<file path="config.mk">
export PLATFORM = sky130hd
export DESIGN_NAME = dif_pair_feeder
export DESIGN_NICKNAME = d
export VERILOG_FILES = /design/src/rtl/dif_pair_feeder.sv
export SDC_FILE = /design/constraint.sdc
export NUM_CORES = 1
export LEC_CHECK = 0
export BUFFER_PORTS_ARGS = -buffer_cell sky130_fd_sc_hd__buf_2
export CAP_MARGIN = 20
export CORE_ASPECT_RATIO = 1.2
export CORE_MARGIN = 2
export CORE_UTILIZATION = 33
export DETAILED_ROUTE_END_ITERATION = 12
export GPL_ROUTABILITY_DRIVEN = 0
export GPL_TIMING_DRIVEN = 0
export PLACE_DENSITY_LB_ADDON = 0.25
export RECOVER_POWER = 100
export SLEW_MARGIN = 10
export SYNTH_ARGS = -nofsm -noshare
export SYNTH_HDL_FRONTEND = slang
export SYNTH_SLANG_ARGS = --single-unit
</file>
<file path="constraint.sdc">
create_clock -name clk -period 8.9 [get_ports clk]
set_input_delay 1.78 -clock clk [delete_from_list [all_inputs] [get_ports clk]]
set_output_delay 1.78 -clock clk [all_outputs]
set_load 0.01 [all_outputs]
</file>
<file path="src/rtl/dif_pair_feeder.sv">
// Upstream feeder for a shared two-phase radix-2 DIF butterfly. Buffers the first half of each
// N-sample frame, then pairs sample k with sample k+N/2 and holds {x0, x1, W^k} for the two
// butterfly phase cycles (real slot, then imag slot).
//
// The twiddle ROM is built at elaboration time by a constant function, so no memory file is
// needed. W^k = exp(-j*2*pi*k/N) is rounded to nearest in Q(FRAC_BITS), as {re, im}.
module dif_pair_feeder #(
  parameter int unsigned N            = 8,
  parameter int unsigned DATA_WIDTH   = 32,
  parameter int unsigned FACTOR_WIDTH = 16,
  parameter int unsigned FRAC_BITS    = 14
) (
  input  logic                      clk,
  input  logic                      rst,
  input  logic [2*DATA_WIDTH-1:0]   in_data,
  input  logic                      in_valid,
  output logic                      in_ready,
  output logic [2*DATA_WIDTH-1:0]   bf_x0,
  output logic [2*DATA_WIDTH-1:0]   bf_x1,
  output logic [2*FACTOR_WIDTH-1:0] bf_w,
  output logic                      bf_valid,
  output logic                      bf_last,
  output logic [$clog2(N/2)-1:0]    bf_idx,
  output logic                      phase
);

  localparam int unsigned Half = N / 2;
  localparam int unsigned IdxW = $clog2(Half);
  localparam int unsigned SW   = 2 * DATA_WIDTH;
  localparam int unsigned WW   = 2 * FACTOR_WIDTH;
  localparam logic [IdxW-1:0] KLast = IdxW'(Half - 1);

  // pi in Q28; the Taylor series below works in Q28 with 64-bit intermediates.
  localparam longint PiQ28 = 64'sd843314857;

  // Builds the flat twiddle table {re, im} for k = 0 .. N/2-1 (angles in [0, pi)).
  function automatic logic [Half*WW-1:0] build_rom();
    logic [Half*WW-1:0] rom;
    longint theta, x2, s_term, c_term, s_sum, c_sum, re, im, rnd;
    rom = '0;
    rnd = 64'sd1 <<< (27 - FRAC_BITS);
    for (int k = 0; k < int'(Half); k++) begin
      theta  = (64'sd2 * PiQ28 * longint'(k)) / longint'(N);
      x2     = (theta * theta) >>> 28;
      s_term = theta;
      c_term = 64'sd1 <<< 28;
      s_sum  = s_term;
      c_sum  = c_term;
      for (int i = 0; i < 12; i++) begin
        s_term = -((s_term * x2) >>> 28) / longint'((2 * i + 2) * (2 * i + 3));
        c_term = -((c_term * x2) >>> 28) / longint'((2 * i + 1) * (2 * i + 2));
        s_sum  = s_sum + s_term;
        c_sum  = c_sum + c_term;
      end
      // Round half up into Q(FRAC_BITS); imag part is -sin for the forward transform.
      re = (c_sum + rnd) >>> (28 - FRAC_BITS);
      im = (-s_sum + rnd) >>> (28 - FRAC_BITS);
      rom[k*WW +: WW] = {FACTOR_WIDTH'(re), FACTOR_WIDTH'(im)};
    end
    return rom;
  endfunction

  localparam logic [Half*WW-1:0] Rom = build_rom();

  typedef enum logic {StFill, StPair} state_e;

  state_e              state_q, state_d;
  logic [IdxW-1:0]     k_q, k_d;
  logic                phase_q;
  logic                in_ready_q, in_ready_d;
  logic                accept, fill_we, pair_take;
  logic [SW-1:0]       half_buf_q [Half];
  logic [SW-1:0]       bf_x0_q, bf_x1_q;
  logic [WW-1:0]       bf_w_q;
  logic                bf_valid_q, bf_last_q;
  logic [IdxW-1:0]     bf_idx_q;

  // Next-state: FILL stores the first half, PAIR consumes the second half one per phase-1 slot.
  always_comb begin
    state_d   = state_q;
    k_d       = k_q;
    fill_we   = 1'b0;
    pair_take = 1'b0;
    accept    = in_valid & in_ready_q;
    unique case (state_q)
      StFill: begin
        if (accept) begin
          fill_we = 1'b1;
          if (k_q == KLast) begin
            k_d     = '0;
            state_d = StPair;
          end else begin
            k_d = k_q + IdxW'(1);
          end
        end
      end
      StPair: begin
        if (accept) begin
          pair_take = 1'b1;
          if (k_q == KLast) begin
            k_d     = '0;
            state_d = StFill;
          end else begin
            k_d = k_q + IdxW'(1);
          end
        end
      end
      default: state_d = StFill;
    endcase
    // Registered ready: in PAIR it is high only when the coming cycle is phase 1.
    in_ready_d = (state_d == StFill) | ~phase_q;
  end

  // Control state, phase counter and the registered butterfly pair.
  always_ff @(posedge clk) begin
    if (rst) begin
      state_q    <= StFill;
      k_q        <= '0;
      phase_q    <= 1'b0;
      in_ready_q <= 1'b0;
      bf_x0_q    <= '0;
      bf_x1_q    <= '0;
      bf_w_q     <= '0;
      bf_idx_q   <= '0;
      bf_valid_q <= 1'b0;
      bf_last_q  <= 1'b0;
    end else begin
      state_q    <= state_d;
      k_q        <= k_d;
      phase_q    <= ~phase_q;
      in_ready_q <= in_ready_d;
      if (pair_take) begin
        bf_x0_q    <= half_buf_q[k_q];
        bf_x1_q    <= in_data;
        bf_w_q     <= Rom[k_q*WW +: WW];
        bf_idx_q   <= k_q;
        bf_last_q  <= (k_q == KLast);
        bf_valid_q <= 1'b1;
      end else if (phase_q) begin
        // A pair lives for one phase-0 and one phase-1 cycle; drop it at the phase-1 edge.
        bf_valid_q <= 1'b0;
        bf_last_q  <= 1'b0;
      end
    end
  end

  // First-half sample buffer; contents are don't-care after reset.
  always_ff @(posedge clk) begin
    if (fill_we) begin
      half_buf_q[k_q] <= in_data;
    end
  end

  assign in_ready = in_ready_q;
  assign bf_x0    = bf_x0_q;
  assign bf_x1    = bf_x1_q;
  assign bf_w     = bf_w_q;
  assign bf_valid = bf_valid_q;
  assign bf_last  = bf_last_q;
  assign bf_idx   = bf_idx_q;
  assign phase    = phase_q;

endmodule

</file>
==> results of run 1 <==
-- final timing paths --
check / cells after the start / from / endpoint / slack (ps)
worst min register to register: 2 / bf_x0[2]$_SDFFE_PP0P_ / bf_x0[2]$_SDFFE_PP0P_ / 450
worst max-delay path: 6 / in_valid / half_buf_q[3][54]$_DFFE_PP_ / 3320
worst min-delay path: 2 / bf_x0[2]$_SDFFE_PP0P_ / bf_x0[2]$_SDFFE_PP0P_ / 450
worst max register to register: 6 / k_q[1]$_SDFFE_PP0N_ / half_buf_q[3][54]$_DFFE_PP_ / 4060
-- area by class of cell --
class / instances / area [um2] / share of cell area (%)
buffer: 88 / 511.7 / 2.941
multi-input combinational: 498 / 3326 / 19.11
tap: 552 / 690.7 / 3.969
clock inverter: 19 / 176.4 / 1.014
inverter: 2 / 7.507 / 0.04314
sequential: 397 / 10510 / 60.40
timing repair buffer: 232 / 987.2 / 5.673
clock buffer: 60 / 1192 / 6.852
-- worst register-to-register path, cell delays in order, from the launching register on --
cell	delay, ps
dfxtp_1	450
ha_1	250
nand3_1	120
nor2_1	1370
clkbuf_1	1030
clkbuf_1	1030
buf_16	260
-- power breakdown --
part / switching, mW / internal, mW / total [mW]
registers: 0.00612 / 1.99 / 1.99
clock network: 0.710 / 1.02 / 1.73
logic: 0.0858 / 0.0597 / 0.145
-- cells in the final DEF, fill, tap and decap left out --
cell type	synthesis	final
clkbuf_1	28	262
ha_1	5	5
clkbuf_8	0	1
buf_4	32	8
clkinvlp_4	0	3
buf_12	3	4
nor2_1	6	6
mux4_2	64	64
inv_6	0	1
conb_1	1	5
inv_1	2	2
bufinv_16	0	3
buf_2	21	30
xnor2_1	1	1
a21oi_1	137	137
a211oi_1	1	1
edfxtp_1	256	256
clkbuf_16	0	45
and3_1	1	1
dfxtp_1	141	141
mux2i_1	1	1
buf_6	1	1
clkbuf_4	0	23
nand2_1	267	267
clkinv_1	0	4
nand3_1	3	3
and2_0	0	3
nand2b_1	2	2
clkinv_2	0	8
buf_16	0	3
buf_1	3	3
nand3b_1	1	1
nor2b_1	1	1
-- layer usage --
metal | vias up | track usage, %
met5 | - | 0
met4 | 4 | 5.288
met3 | 57 | 3.290
met2 | 202 | 28.58
met1 | 4259 | 20.04
li1 | 4080 | -
-- registers in the layout, summed over array words and instances (netlist names) --
name	count
bf_idx	1
bf_x0	64
bf_last	1
k_q	2
bf_valid	1
in_ready	1
bf_x1	64
half_buf_q	256
bf_w	5
state_q	1
phase	1
-- cells by family after synthesis --
group,share of synthesized area (%)
flip-flops,73.18
AND/OR/NAND/NOR,7.597
AO/OA/AOI/OAI,4.827
buffers and inverters,3.764
multiplexers,10.11
adder cells (fa/ha/maj),0.4356
other,0.02611
XOR/XNOR,0.06100
-- through the flow --
step,utilization [%],cells,hold WS [ps]
floorplan,-,985,467.9
global placement,37.77,1763,437.7
detailed placement,38.15,1769,443.3
CTS,41.34,1848,451.4
global route,40.57,1848,467.1
finish,40.57,1848,452.0
==> flow_summary.yaml, run 1 <==
status:
  status: "complete, but fails checks"
  violations: "DRC, capacitance limit, slew limit"
setup_path:
  path_delay_family: "buffers and inverters"
  cp_cell_sequence: "clkbuf_1, nand3_1, nor2_1, clkbuf_1, clkbuf_1, buf_16"
  cp.required_ps: 9130
  cpMostUsedCell: "clkbuf_1"
  cp-end-kind: "flip-flop"
  slowest_stage: "nor2_1"
  worstPathMaxFanout: 18
  critPathArrivalTime_ps: 5810
  path_class: "in -> reg"
  startpoint_type: "primary input"
  cp_num_buf_inv: 4
  max_stage_delay_ps: 1370
place:
  place_ws_ps: 4966
  io_buffers: 226
  dp_hpwl_um: 24690
  postPlaceCellArea_um2: 16360
logic_synthesis:
  syn_inst: 981
  synthArstFlopShare_pct: 0
  synthesis.area_um2: 14360
  synth_ff_type: "edfxtp_1"
  synth_edf_count: 256
  yosysWarnings: 0
  synth.avg_cell_area_um2: 14.64
  synth.yosys.seq_area_share_pct: 73.18
  synthTopCellsByCount: "nand2_1 (267), edfxtp_1 (256), dfxtp_1 (141)"
  synthMostInstantiatedCell: "nand2_1"
  synth_top_area_share_pct: 53.53
  yosys.cell_types.count: 24
  ys_seq_elements: 397
  synthTopCellsByArea: "edfxtp_1 (54%), dfxtp_1 (20%), mux4_2 (10%)"
  synth_top_cell_by_area: "edfxtp_1"
power_and_ir_drop:
  p_leak_nw: 5.516
  fin_total_pwr_mw: 3.873
  cellPowerDensity_nw_per_um2: 222.6
  peakVddDrop_uv: 148.9
route:
  wirelength_um: 37290
  detail-route-antenna-nets: 0
  wl_met1_um: 15780
  met2_length_um: 18770
  vias: 8602
  dr_wl_met3_um: 1788
  drtPass1Iterations: 8
  routedWlPerCell_um: 20.18
  drt-initial-drc-count: 449
  viasPerCell: 4.655
  route.detailed.drc: 9
  routed.top_layer: "met5"
sta:
  fmax_mhz: 179.2
  drv_slew: 110
  final-setup-viol-count: 0
  finalSetupTns_ps: 0
  fin_crit_ps: 5580
  hold_violations: 0
  worst_slew_pin_slew_ps: 3478
  slew-limit-headroom_pct: -132.0
  rsz0062_at_grt: "no"
  fin_ws_ps: 3320
  finalClockSkew_ps: 24.62
  period_share_pct: 62.70
floorplan:
  core_region_area_um2: 42890
  die_h_um: 232.5
  start_util_pct: 33.48
  io_pins: 233
  num_rows: 83
  fp.dieW_um: 194.4
  dieArea_um2: 45210
layout:
  drive_gt1_share_pct: 14.97
  nFillCells: 4167
  area_growth_pct: 21.17
  diodes: 0
  nNetsFinal: 1334
  fin_area_um2: 17400
grt:
  first_global_vias: 8592
  grt-ovfl-total: 0
  grt_first_pass_wirelength_um: 54340
  grt_max_degree: 43
  antenna_found_initial: 2
  grtUsageTotal_pct: 16.25
clock_network:
  cts_buffers: 43
  cts_buffer_depth: 3
  cts_hold_buf: 0
  cts_tree: "yes"
  cts_root_buf: "clkbuf_16"
  post_cts_buffers: 0
  cts-htree-levels: 2
  insertion_delay_ps: 540
  clk_pin_slew_ps: 60
  cts_resized: 0
  clkSinkCount: 397
run:
  cap_violations: 4
hold_path:
  hold_path.class: "reg -> reg"
Power figures use the tool's default switching activity.
==> inputs of run 2 (changes only) <==
==> constraint.sdc (replaced) <==
create_clock -name clk -period 4.7 [get_ports clk]
set_input_delay 0.94 -clock clk [delete_from_list [all_inputs] [get_ports clk]]
set_output_delay 0.94 -clock clk [all_outputs]
set_load 0.01 [all_outputs]
==> run 2 against run 1 <==
The run still ends with DRC, capacitance limit, slew limit left; global-route usage unchanged; via count barely moved; power rose by 89%; sequential cell count is the same; largest cell class unchanged; largest power group unchanged.
==> flow_summary.yaml, run 2 (synthesized netlist as in run 1, its figures left out) <==
status:
  status: "complete, but fails checks"
  violations: "DRC, capacitance limit, slew limit"
clock_network:
  post_cts_buffers: 0
  cts_hold_buf: 0
  cts_buffers: 43
  cts_buffer_depth: 3
  insertion_delay_ps: 540
  cts_tree: "yes"
  clkSinkCount: 397
  cts_resized: 0
  clk_pin_slew_ps: 60
  cts_root_buf: "clkbuf_16"
  cts-htree-levels: 2
sta:
  period_share_pct: 74.26
  finalSetupTns_ps: 0
  hold_violations: 0
  fin_crit_ps: 3490
  finalClockSkew_ps: 22.65
  fmax_mhz: 286.5
  drv_slew: 16
  final-setup-viol-count: 0
  fin_ws_ps: 1210
  rsz0062_at_grt: "no"
  holdWs_ps: 451.9
  slew-limit-headroom_pct: -27.18
  worst_slew_pin_slew_ps: 1901
setup_path:
  cpMostUsedCell: "clkbuf_1"
  startpoint_type: "flip-flop"
  cp-end-kind: "flip-flop"
  crit_start: "k_q[1]$_SDFFE_PP0N_"
  cp_cell_sequence: "clkbuf_1, clkbuf_1, inv_1, ha_1, and2_2, buf_12"
  max_stage_delay_ps: 690
  critPathArrivalTime_ps: 3760
  cp.required_ps: 4970
  slowest_stage: "clkbuf_1"
  path_delay_family: "buffers and inverters"
  worstPathMaxFanout: 39
  path_class: "reg -> reg"
  rr_startpoint: "k_q[1]$_SDFFE_PP0N_"
  cp_num_buf_inv: 4
layout:
  fin_area_um2: 17440
  drive_gt1_share_pct: 15.12
  multi_input_area_um2: 3332
  largest_reg_flops: 256
  regArea_um2: 10510
  area_growth_pct: 21.42
  diodes: 0
  top_register: "half_buf_q"
  layout.cells.non_filler: 1848
  final_common_cell: "nand2_1"
  nNetsFinal: 1334
  fin_util_pct: 40.66
  most-common-layout-cells: "nand2_1 (267), clkbuf_1 (263), edfxtp_1 (256)"
  nFillCells: 4161
floorplan:
  num_rows: 83
  die_h_um: 232.5
  start_util_pct: 33.48
  core_region_area_um2: 42890
  dieArea_um2: 45210
  io_pins: 233
  fp.dieW_um: 194.4
route:
  route.detailed.drc: 9
  wirelength_um: 37270
  viasPerCell: 4.651
  drt-initial-drc-count: 420
  routedWlPerCell_um: 20.17
  vias: 8595
  detail-route-antenna-nets: 0
  drtPass1Iterations: 8
place:
  io_buffers: 226
  placed_cells: 1769
  place_ws_ps: 1606
  postPlaceCellArea_um2: 16360
  dp_hpwl_um: 24690
grt:
  grtUsageTotal_pct: 16.25
  grt_max_degree: 43
  grt-ovfl-total: 0
  antenna_found_initial: 2
  grt_first_pass_wirelength_um: 54340
  first_global_vias: 8592
hold_path:
  hold_path.class: "reg -> reg"
  worstHoldStart: "bf_x0[2]$_SDFFE_PP0P_"
run:
  cap_violations: 1
power_and_ir_drop:
  p_leak_nw: 5.526
  cellPowerDensity_nw_per_um2: 420.4
  peakVddDrop_uv: 281.8
  fin_total_pwr_mw: 7.332
## run 2: cell types whose count changed in the layout (fill, tap and decap cells not counted), sizes merged
cell	change
buf	-1
clkbuf	+1
## run 2: worst reg2reg max path, delay by kind of cell (launching register included)
family	cells	cell delay (ps)
AND/OR/NAND/NOR	1	580
buffers and inverters	4	1910
adder cells (fa/ha/maj)	1	250
flip-flops	1	460
## run 2: report_power, final
| part | switching (mW) | internal [mW] | total (mW) |
|---|---|---|---|
| combinational | 0.163 | 0.112 | 0.275 |
| sequential | 0.0115 | 3.76 | 3.77 |
| clock | 1.35 | 1.94 | 3.29 |
| total | 1.52 | 5.81 | 7.33 |
## run 2: path summary, 6_finish.rpt
check,endpoint,slack (ps),depth (start not counted)
max,half_buf_q[1][26]$_DFFE_PP_,1210,6
min,bf_x0[2]$_SDFFE_PP0P_,450,2
max reg2reg,half_buf_q[1][26]$_DFFE_PP_,1210,6
min reg2reg,bf_x0[2]$_SDFFE_PP0P_,450,2
## run 2: area by class of cell
class | count | area share [%]
clock buffers | 60 | 6.838
clock inverters | 19 | 1.012
multi-input cells | 498 | 19.11
inverters | 2 | 0.04305
plain buffers | 88 | 2.877
well taps | 552 | 3.961
repair buffers | 232 | 5.891
flip-flops and latches | 397 | 60.27
## run 2: metal layers
| metal | up-vias | share of wire (%) | global-route usage [%] |
|---|---|---|---|
| met5 | - | 0.081 | 0 |
| met4 | 4 | 2.5 | 5.288 |
| met3 | 57 | 4.8 | 3.290 |
| met2 | 198 | 50 | 28.58 |
| met1 | 4258 | 42 | 20.04 |
| li1 | 4078 | - | - |
